$ cat config.mk
export PLATFORM = sky130hd
export DESIGN_NAME = network_conv_accum_requant_flat
export DESIGN_NICKNAME = d
export VERILOG_FILES = /design/src/rtl/network_conv_accum_requant_if.sv /design/src/rtl/network_conv_accum_requant.sv /design/src/flat_wrapper.sv
export SDC_FILE = /design/constraint.sdc
export NUM_CORES = 1
export LEC_CHECK = 0
export CORE_AREA = 2 2 94 115
export DETAILED_ROUTE_END_ITERATION = 16
export DIE_AREA = 0 0 96 117
export GPL_TIMING_DRIVEN = 0
export PLACE_DENSITY = 0.81
export SKIP_CTS_REPAIR_TIMING = 1
export SKIP_LAST_GASP = 1
export SLEW_MARGIN = 20
export SYNTH_ARGS = -nofsm -noshare
export SYNTH_HDL_FRONTEND = slang
export SYNTH_SLANG_ARGS = --single-unit
$ cat constraint.sdc
create_clock -name clk -period 3.05 [get_ports clk]
set_input_delay 0.305 -clock clk [delete_from_list [all_inputs] [get_ports clk]]
set_output_delay 0.305 -clock clk [all_outputs]
set_load 0.05 [all_outputs]
$ cat src/rtl/network_conv_accum_requant_if.sv
// Purpose: stream bundle between the conv product multiplier, the accumulate/requant block and its consumer.
// Latency: wires only, no state.
// Backpressure: in_ready stalls the product stream (it also drives multiplier ce); out_ready stalls the activation stream.
//
// Signals
//   in_valid  : in_prod valid (in_bias also valid on tap 0)
//   in_ready  : block accepts a product this cycle
//   in_prod   : signed product, PROD_W bits
//   in_bias   : signed per-channel bias, BIAS_W bits, sampled on tap 0 only
//   out_valid : out_data holds a valid activation
//   out_ready : downstream accepts out_data
//   out_data  : signed requantized activation, OUT_W bits
// Modports
//   master : product source / activation sink side
//   slave  : the accumulate/requant block
interface network_conv_accum_requant_if #(
    parameter int PROD_W = 28,
    parameter int BIAS_W = 16,
    parameter int OUT_W  = 16
);
    logic              in_valid;
    logic              in_ready;
    logic [PROD_W-1:0] in_prod;
    logic [BIAS_W-1:0] in_bias;
    logic              out_valid;
    logic              out_ready;
    logic [OUT_W-1:0]  out_data;

    modport master (
        output in_valid,
        output in_prod,
        output in_bias,
        output out_ready,
        input  in_ready,
        input  out_valid,
        input  out_data
    );

    modport slave (
        input  in_valid,
        input  in_prod,
        input  in_bias,
        input  out_ready,
        output in_ready,
        output out_valid,
        output out_data
    );
endinterface

$ cat src/rtl/network_conv_accum_requant.sv
// Purpose: accumulates TAPS signed products plus a per-channel bias, then rounds, shifts, optionally ReLUs and saturates to OUT_W.
// Latency: last-tap transfer in cycle T gives out_valid in cycle T+2; one output per TAPS+2 cycles when unstalled.
// Backpressure: in_ready is low while an output is being formed or held; the held output waits for out_ready without loss.
//
// Ports
//   clk      : rising-edge clock
//   reset    : asynchronous reset, active-low
//   bus      : slave side of the product/activation stream bundle
//   sat_flag : sticky, set when any output saturated; cleared only by reset
module network_conv_accum_requant #(
    parameter int PROD_W = 28,
    parameter int BIAS_W = 16,
    parameter int ACC_W  = 36,
    parameter int OUT_W  = 16,
    parameter int TAPS   = 9,
    parameter int SHIFT  = 12,
    parameter bit RELU   = 1'b1
) (
    input  logic                         clk,
    input  logic                         reset,
    network_conv_accum_requant_if.slave  bus,
    output logic                         sat_flag
);

    localparam int TAP_W     = (TAPS > 1) ? $clog2(TAPS) : 1;
    localparam int CLOG_TAPS = $clog2(TAPS);

    localparam logic [1:0] S_ACC  = 2'd0;
    localparam logic [1:0] S_REQ  = 2'd1;
    localparam logic [1:0] S_HOLD = 2'd2;

    // Half an output LSB at accumulator scale, for round-half-up.
    localparam logic [ACC_W:0] RND = {{ACC_W{1'b0}}, 1'b1} << (SHIFT - 1);

    // Output range expressed one bit wider than the accumulator so the
    // rounding add and the clamp comparisons can never overflow.
    localparam logic signed [ACC_W:0] OUT_MAX = {{(ACC_W - OUT_W + 2){1'b0}}, {(OUT_W - 1){1'b1}}};
    localparam logic signed [ACC_W:0] OUT_MIN = {{(ACC_W - OUT_W + 2){1'b1}}, {(OUT_W - 1){1'b0}}};

    // Parameter sanity, caught at elaboration.
    if (ACC_W < PROD_W + CLOG_TAPS + 2) begin : g_chk_acc
        $error("ACC_W too narrow for PROD_W and TAPS");
    end
    if (ACC_W < BIAS_W + SHIFT + 1) begin : g_chk_bias
        $error("ACC_W too narrow for the shifted bias");
    end
    if (TAPS < 1 || TAPS > 256) begin : g_chk_taps
        $error("TAPS out of range 1..256");
    end
    if (SHIFT < 1 || SHIFT > ACC_W - OUT_W) begin : g_chk_shift
        $error("SHIFT out of range 1..ACC_W-OUT_W");
    end

    logic [1:0]              state;
    logic [TAP_W-1:0]        tap_cnt;
    logic signed [ACC_W-1:0] acc;
    logic                    out_valid_q;
    logic [OUT_W-1:0]        out_data_q;

    logic                    in_ready;
    logic                    xfer;
    logic                    tap_first;
    logic                    tap_last;
    logic signed [ACC_W-1:0] prod_ext;
    logic signed [ACC_W-1:0] bias_sh;

    logic signed [ACC_W:0]   rnd_sum;
    logic signed [ACC_W:0]   shr;
    logic signed [ACC_W:0]   clip;
    logic                    sat_hi;
    logic                    sat_lo;
    logic [OUT_W-1:0]        req_dat;

    assign in_ready      = (state == S_ACC);
    assign xfer          = bus.in_valid & in_ready;
    assign tap_first     = (tap_cnt == '0);
    assign tap_last      = (tap_cnt == TAP_W'(TAPS - 1));

    assign prod_ext = {{(ACC_W - PROD_W){bus.in_prod[PROD_W-1]}}, bus.in_prod};
    // Bias is in output LSBs, so lift it to product scale before adding.
    assign bias_sh  = {{(ACC_W - BIAS_W){bus.in_bias[BIAS_W-1]}}, bus.in_bias} << SHIFT;

    // Requantization of the finished sum.
    always_comb begin
        rnd_sum = {acc[ACC_W-1], acc} + RND;
        shr     = rnd_sum >>> SHIFT;
        clip    = (RELU && shr[ACC_W]) ? '0 : shr;
        sat_hi  = (clip > OUT_MAX);
        sat_lo  = (clip < OUT_MIN);
        if (sat_hi) begin
            req_dat = OUT_MAX[OUT_W-1:0];
        end else if (sat_lo) begin
            req_dat = OUT_MIN[OUT_W-1:0];
        end else begin
            req_dat = clip[OUT_W-1:0];
        end
    end

    always_ff @(posedge clk or negedge reset) begin
        if (!reset) begin
            state       <= S_ACC;
            tap_cnt     <= '0;
            acc         <= '0;
            out_valid_q <= 1'b0;
            out_data_q  <= '0;
            sat_flag    <= 1'b0;
        end else begin
            case (state)
                S_ACC: begin
                    if (xfer) begin
                        // Tap 0 restarts the sum from the bias, so no separate clear is needed.
                        if (tap_first) begin
                            acc <= bias_sh + prod_ext;
                        end else begin
                            acc <= acc + prod_ext;
                        end
                        if (tap_last) begin
                            tap_cnt <= '0;
                            state   <= S_REQ;
                        end else begin
                            tap_cnt <= tap_cnt + TAP_W'(1);
                        end
                    end
                end
                S_REQ: begin
                    out_data_q  <= req_dat;
                    out_valid_q <= 1'b1;
                    if (sat_hi || sat_lo) begin
                        sat_flag <= 1'b1;
                    end
                    state <= S_HOLD;
                end
                S_HOLD: begin
                    // out_valid is always high here, so out_ready alone completes the handshake.
                    if (bus.out_ready) begin
                        out_valid_q <= 1'b0;
                        state       <= S_ACC;
                    end
                end
                default: begin
                    state <= S_ACC;
                end
            endcase
        end
    end

    assign bus.in_ready  = in_ready;
    assign bus.out_valid = out_valid_q;
    assign bus.out_data  = out_data_q;

endmodule

$ cat src/flat_wrapper.sv
// flat-port wrapper written by rule: the top's interface ports become plain ports
module network_conv_accum_requant_flat 
#(
    parameter int PROD_W = 28,
    parameter int BIAS_W = 16,
    parameter int ACC_W  = 36,
    parameter int OUT_W  = 16,
    parameter int TAPS   = 9,
    parameter int SHIFT  = 12,
    parameter bit RELU   = 1'b1
)
  (clk, reset, sat_flag, bus_in_valid, bus_in_prod, bus_in_bias, bus_out_ready, bus_in_ready, bus_out_valid, bus_out_data);
  network_conv_accum_requant_if #(.PROD_W(PROD_W), .BIAS_W(BIAS_W), .OUT_W(OUT_W)) bus_i ();
  input  logic clk;
  input  logic reset;
  output logic sat_flag;
  input wire logic [$bits(bus_i.in_valid)-1:0] bus_in_valid;
  input wire logic [$bits(bus_i.in_prod)-1:0] bus_in_prod;
  input wire logic [$bits(bus_i.in_bias)-1:0] bus_in_bias;
  input wire logic [$bits(bus_i.out_ready)-1:0] bus_out_ready;
  output wire logic [$bits(bus_i.in_ready)-1:0] bus_in_ready;
  output wire logic [$bits(bus_i.out_valid)-1:0] bus_out_valid;
  output wire logic [$bits(bus_i.out_data)-1:0] bus_out_data;
  assign bus_i.in_valid = bus_in_valid;
  assign bus_i.in_prod = bus_in_prod;
  assign bus_i.in_bias = bus_in_bias;
  assign bus_i.out_ready = bus_out_ready;
  assign bus_in_ready = bus_i.in_ready;
  assign bus_out_valid = bus_i.out_valid;
  assign bus_out_data = bus_i.out_data;
  network_conv_accum_requant #(.PROD_W(PROD_W), .BIAS_W(BIAS_W), .ACC_W(ACC_W), .OUT_W(OUT_W), .TAPS(TAPS), .SHIFT(SHIFT), .RELU(RELU)) u_core (.clk(clk), .reset(reset), .bus(bus_i), .sat_flag(sat_flag));
endmodule
==> summary.txt <==
Worst setup path
  • Data arrival time of the worst path: about 3.2 ns
  • R2R depth: 9
  • Critical path start-end classification: in -> reg
  • Slowest-stage cell, CP: clkdlybuf4s50_1
  • Crit Path Max Fanout: 3
  • Crit path required time: 3.27 ns
  • Worst path max stage delay: between 0.4 and 0.5 ns
  • Crit-path cells: clkdlybuf4s50_1 > ha_2 > inv_1 > fa_2 > nand2b_1 > a21o_1 > a211o_1 > buf_4 > a21oi_4 > o31ai_4 > o21ai_1 > xor2_1 > a221o_1
  • Crit path capture type: flop
  • Worst setup SP type: primary input

STA
  • Max Freq: between 0.3 and 0.4 GHz
  • Unrepaired setup endpoints after global routing: true
  • Worst rel slew slack: 0.504
  • Final Cycle Share: 0.968
  • Hold violation total from the final report: 0
  • Worst slew pin tran: about 0.74 ns
  • Clock skew: around 0.0079 ns
  • Slew Limit Fails: 0
  • Count of final setup violators: 0
  • Fin Setup TNS: 0 ns
  • Minimum clock period: approximately 3.0 ns

Pwr
  • Leakage: just under 3 nW
  • Peak VDD IR: between 0.0005 and 0.0006 V
  • PD cells: between 1000 and 1500 mW/mm2

Synth
  • Post-synthesis compound-gate area fraction: 0.293
  • Mux cell area share after synthesis: 0.00565
  • Simple-gate share of the synthesized area: 0.211
  • EDFF count, synth: 0
  • Share of the synthesized area in the top cell type: 0.261
  • Synth Area in XOR/XNOR: 0.0745
  • Cell variety after synth: between 60 and 70
  • Post-Syn Instances: between 700 and 800
  • Largest family of logic cells by synthesized area: compound AO/OA/AOI/OAI gates
  • Post-synthesis cell type with the largest combined area: dfrtp_1
  • Mapped cell area: approximately 0.0058 mm2
  • Most used DFF post-synth: dfrtp_1
  • Ys async rst share: 1.00
  • Synth Warn #: 0
  • Syn_area_per_cell: around 8.0 um2
  • Largest cells by area after synthesis: dfrtp_1 (26%), ha_1 (12%), nand2_1 (5.3%)
  • Seq/Total Area, Yosys: 0.261
  • Synth Area in Adders: 0.124
  • Seq cells post-synth: 60
  • Post-synth net total: between 800 and 900

Route
  • Pre-Repair DR Iteration Count: 5
  • # DRC: 0
  • Initial drt markers: 446
  • DRT antenna net count: 0
  • WL/cell: approximately 19 um
  • Via density: 6.38
  • Via count: 5954
  • Routed WL: around 18000 um

Layout
  • Layout cells sized above 1: 0.0535
  • Final net count: about 910
  • Fill cell count: roughly 850
  • Final core occ: 0.682
  • Antenna Cells: 0
  • Most common cell after layout, fill and taps aside: nand2_1
  • Highest-count cells in the layout ignoring fill and taps: nand2_1 (81), clkdlybuf4s50_1 (64), o21ai_0 (60), dfrtp_1 (60)
  • Area growth syn-to-layout: 21.0%

Clock tree
  • CTS tree: done
  • Clk pin slew, worst setup/hold paths: 0.06 ns
  • Clock latency on the worst-skew pair: roughly 0.34 ns
  • Num CTS Buffers: 9
  • Root Buffer: clkbuf_16
  • Clock Tree Buf Depth: 2
  • CTS sink cnt: 60
  • H-tree lvl count: 3

Worst hold path
  • Worst min path class: in -> async

Die
  • I/O pins: 67
  • Die width: between 90 and 100 um
  • Die area: between 0.01 and 0.015 mm2
  • Die H: 117 um
  • Initial Util: 0.564
  • Core ar.: 0.0102 mm2
  • Row count: between 40 and 50

GRT
  • GRT overflow: 0
  • Vias in the first global route: about 5800
  • Initial antenna violation count: 0
  • Largest net degree at the start of global routing: 46
  • GR Util All Layers: 0.332
  • First-pass GRT wire length: 28800 um

Placement
  • IO buf count: 66
  • RePlAce Congestion: roughly 1.0
  • Post-DP HPWL: 13600 um

Flow run
  • Max-cap violations: 0

Status
  • Status: complete, no violations
[where the power goes]
part | switching (mW) | leakage (nW) | internal, mW
sequential | 0.448 | 0.712 | 1.20
clock | 0.367 | 0.145 | 0.666
combinational | 2.80 | 2.09 | 1.84
total | 3.62 | 2.95 | 3.70
[metrics by stage]
| stage | cell area, um2 | hold slack [ns] | cells | setup slack [ns] | power, mW |
|---|---|---|---|---|---|
| finish | 6970 | 0.383 | 933 | 0.0968 | 7.32 |
| global route | 6970 | 0.425 | 933 | -0.0336 | 7.87 |
| CTS | 6900 | -0.157 | 929 | -0.233 | 7.20 |
| detailed placement | 6600 | 0.195 | 915 | -0.557 | 6.13 |
| global placement | 6580 | 0.462 | 914 | -0.481 | 5.98 |
| floorplan | 5760 | 0.00941 | 719 | 0.413 | 4.92 |
[worst max-delay path, delay by kind of cell]
kind | cells | cell delay [ns]
compound gates | 6 | 1.38
xor+xnor | 1 | 0.09
fa+ha+maj | 2 | 0.53
simple gates | 1 | 0.17
buf+inv | 3 | 0.70
[cell usage after synthesis, types with 3 or more instances]
cell       n
ha_1      54
o21ai_1    7
and2_1     7
nand2b_1   6
a22oi_1    5
xor2_1    29
nor2_1    50
or2_2      4
a211oi_1   8
and3_1     9
nand3_1   25
inv_1     16
a31o_1     3
clkbuf_1  26
o211ai_1   9
a21o_1    22
nand4_1   11
a21oi_2    3
dfrtp_1   60
a221o_1    5
xnor2_1   20
a31oi_1   32
a21oi_1   53
or3_1     10
nor2b_1    8
and4_1     5
nor3b_1    3
o21a_1    11
nand2_1   81
o31ai_1    3
o21ai_0   60
o21bai_1   8
nor3_1    19
[cell families (layout without fill, tap and decap cells)]
group,count (synthesis),in the layout
AOI/OAI and AO/OA,256,256
xor gates and xnor gates,49,49
buffers and inverters,45,130
adders and majority gates,56,56
and+or+nand+nor,250,250
DFF,60,60
muxes,3,3
[flip-flops by register name (all words and copies together), names as in the netlist]
signal	count
u_core.acc	36
u_core.bus.out_data	16
u_core.tap_cnt	4
u_core.state	2
u_core.bus.out_valid	1
u_core.sat_flag	1
[metal layers]
layer / global-route usage / wire [um] / vias up
li1: - / - / 2849
met1: 0.396 / 7280 / 2829
met2: 0.594 / 9150 / 236
met3: 0.0416 / 1100 / 40
met4: 0.142 / 489 / 0
met5: 0 / 0 / -
[worst paths after layout]
path | to | slack, ns | startpoint
worst min register to register | u_core.acc[2] | 0.49 | u_core.acc[2]
worst min-delay path | u_core.acc[14] | 0.38 | reset
worst max-delay path | u_core.acc[28] | 0.1 | bus_in_prod[0]
min in group clk | u_core.acc[2] | 0.49 | u_core.acc[2]
worst max register to register | u_core.acc[35] | 0.11 | u_core.acc[28]
max in group asynchronous | u_core.acc[0] | 2.14 | reset
[layout make-up]
type	count	area, um2	area share
Sequential cell	60	1500	0.216
Multi-Input combinational cell	614	4120	0.591
Clock buffer	12	256	0.0368
Tap cell	129	161	0.0232
Inverter	16	60.1	0.00862
Timing Repair Buffer	71	721	0.103
Buffer	29	114	0.0163
Clock inverter	2	35.0	0.00503
Note: power is estimated with default switching activity, not from simulation.
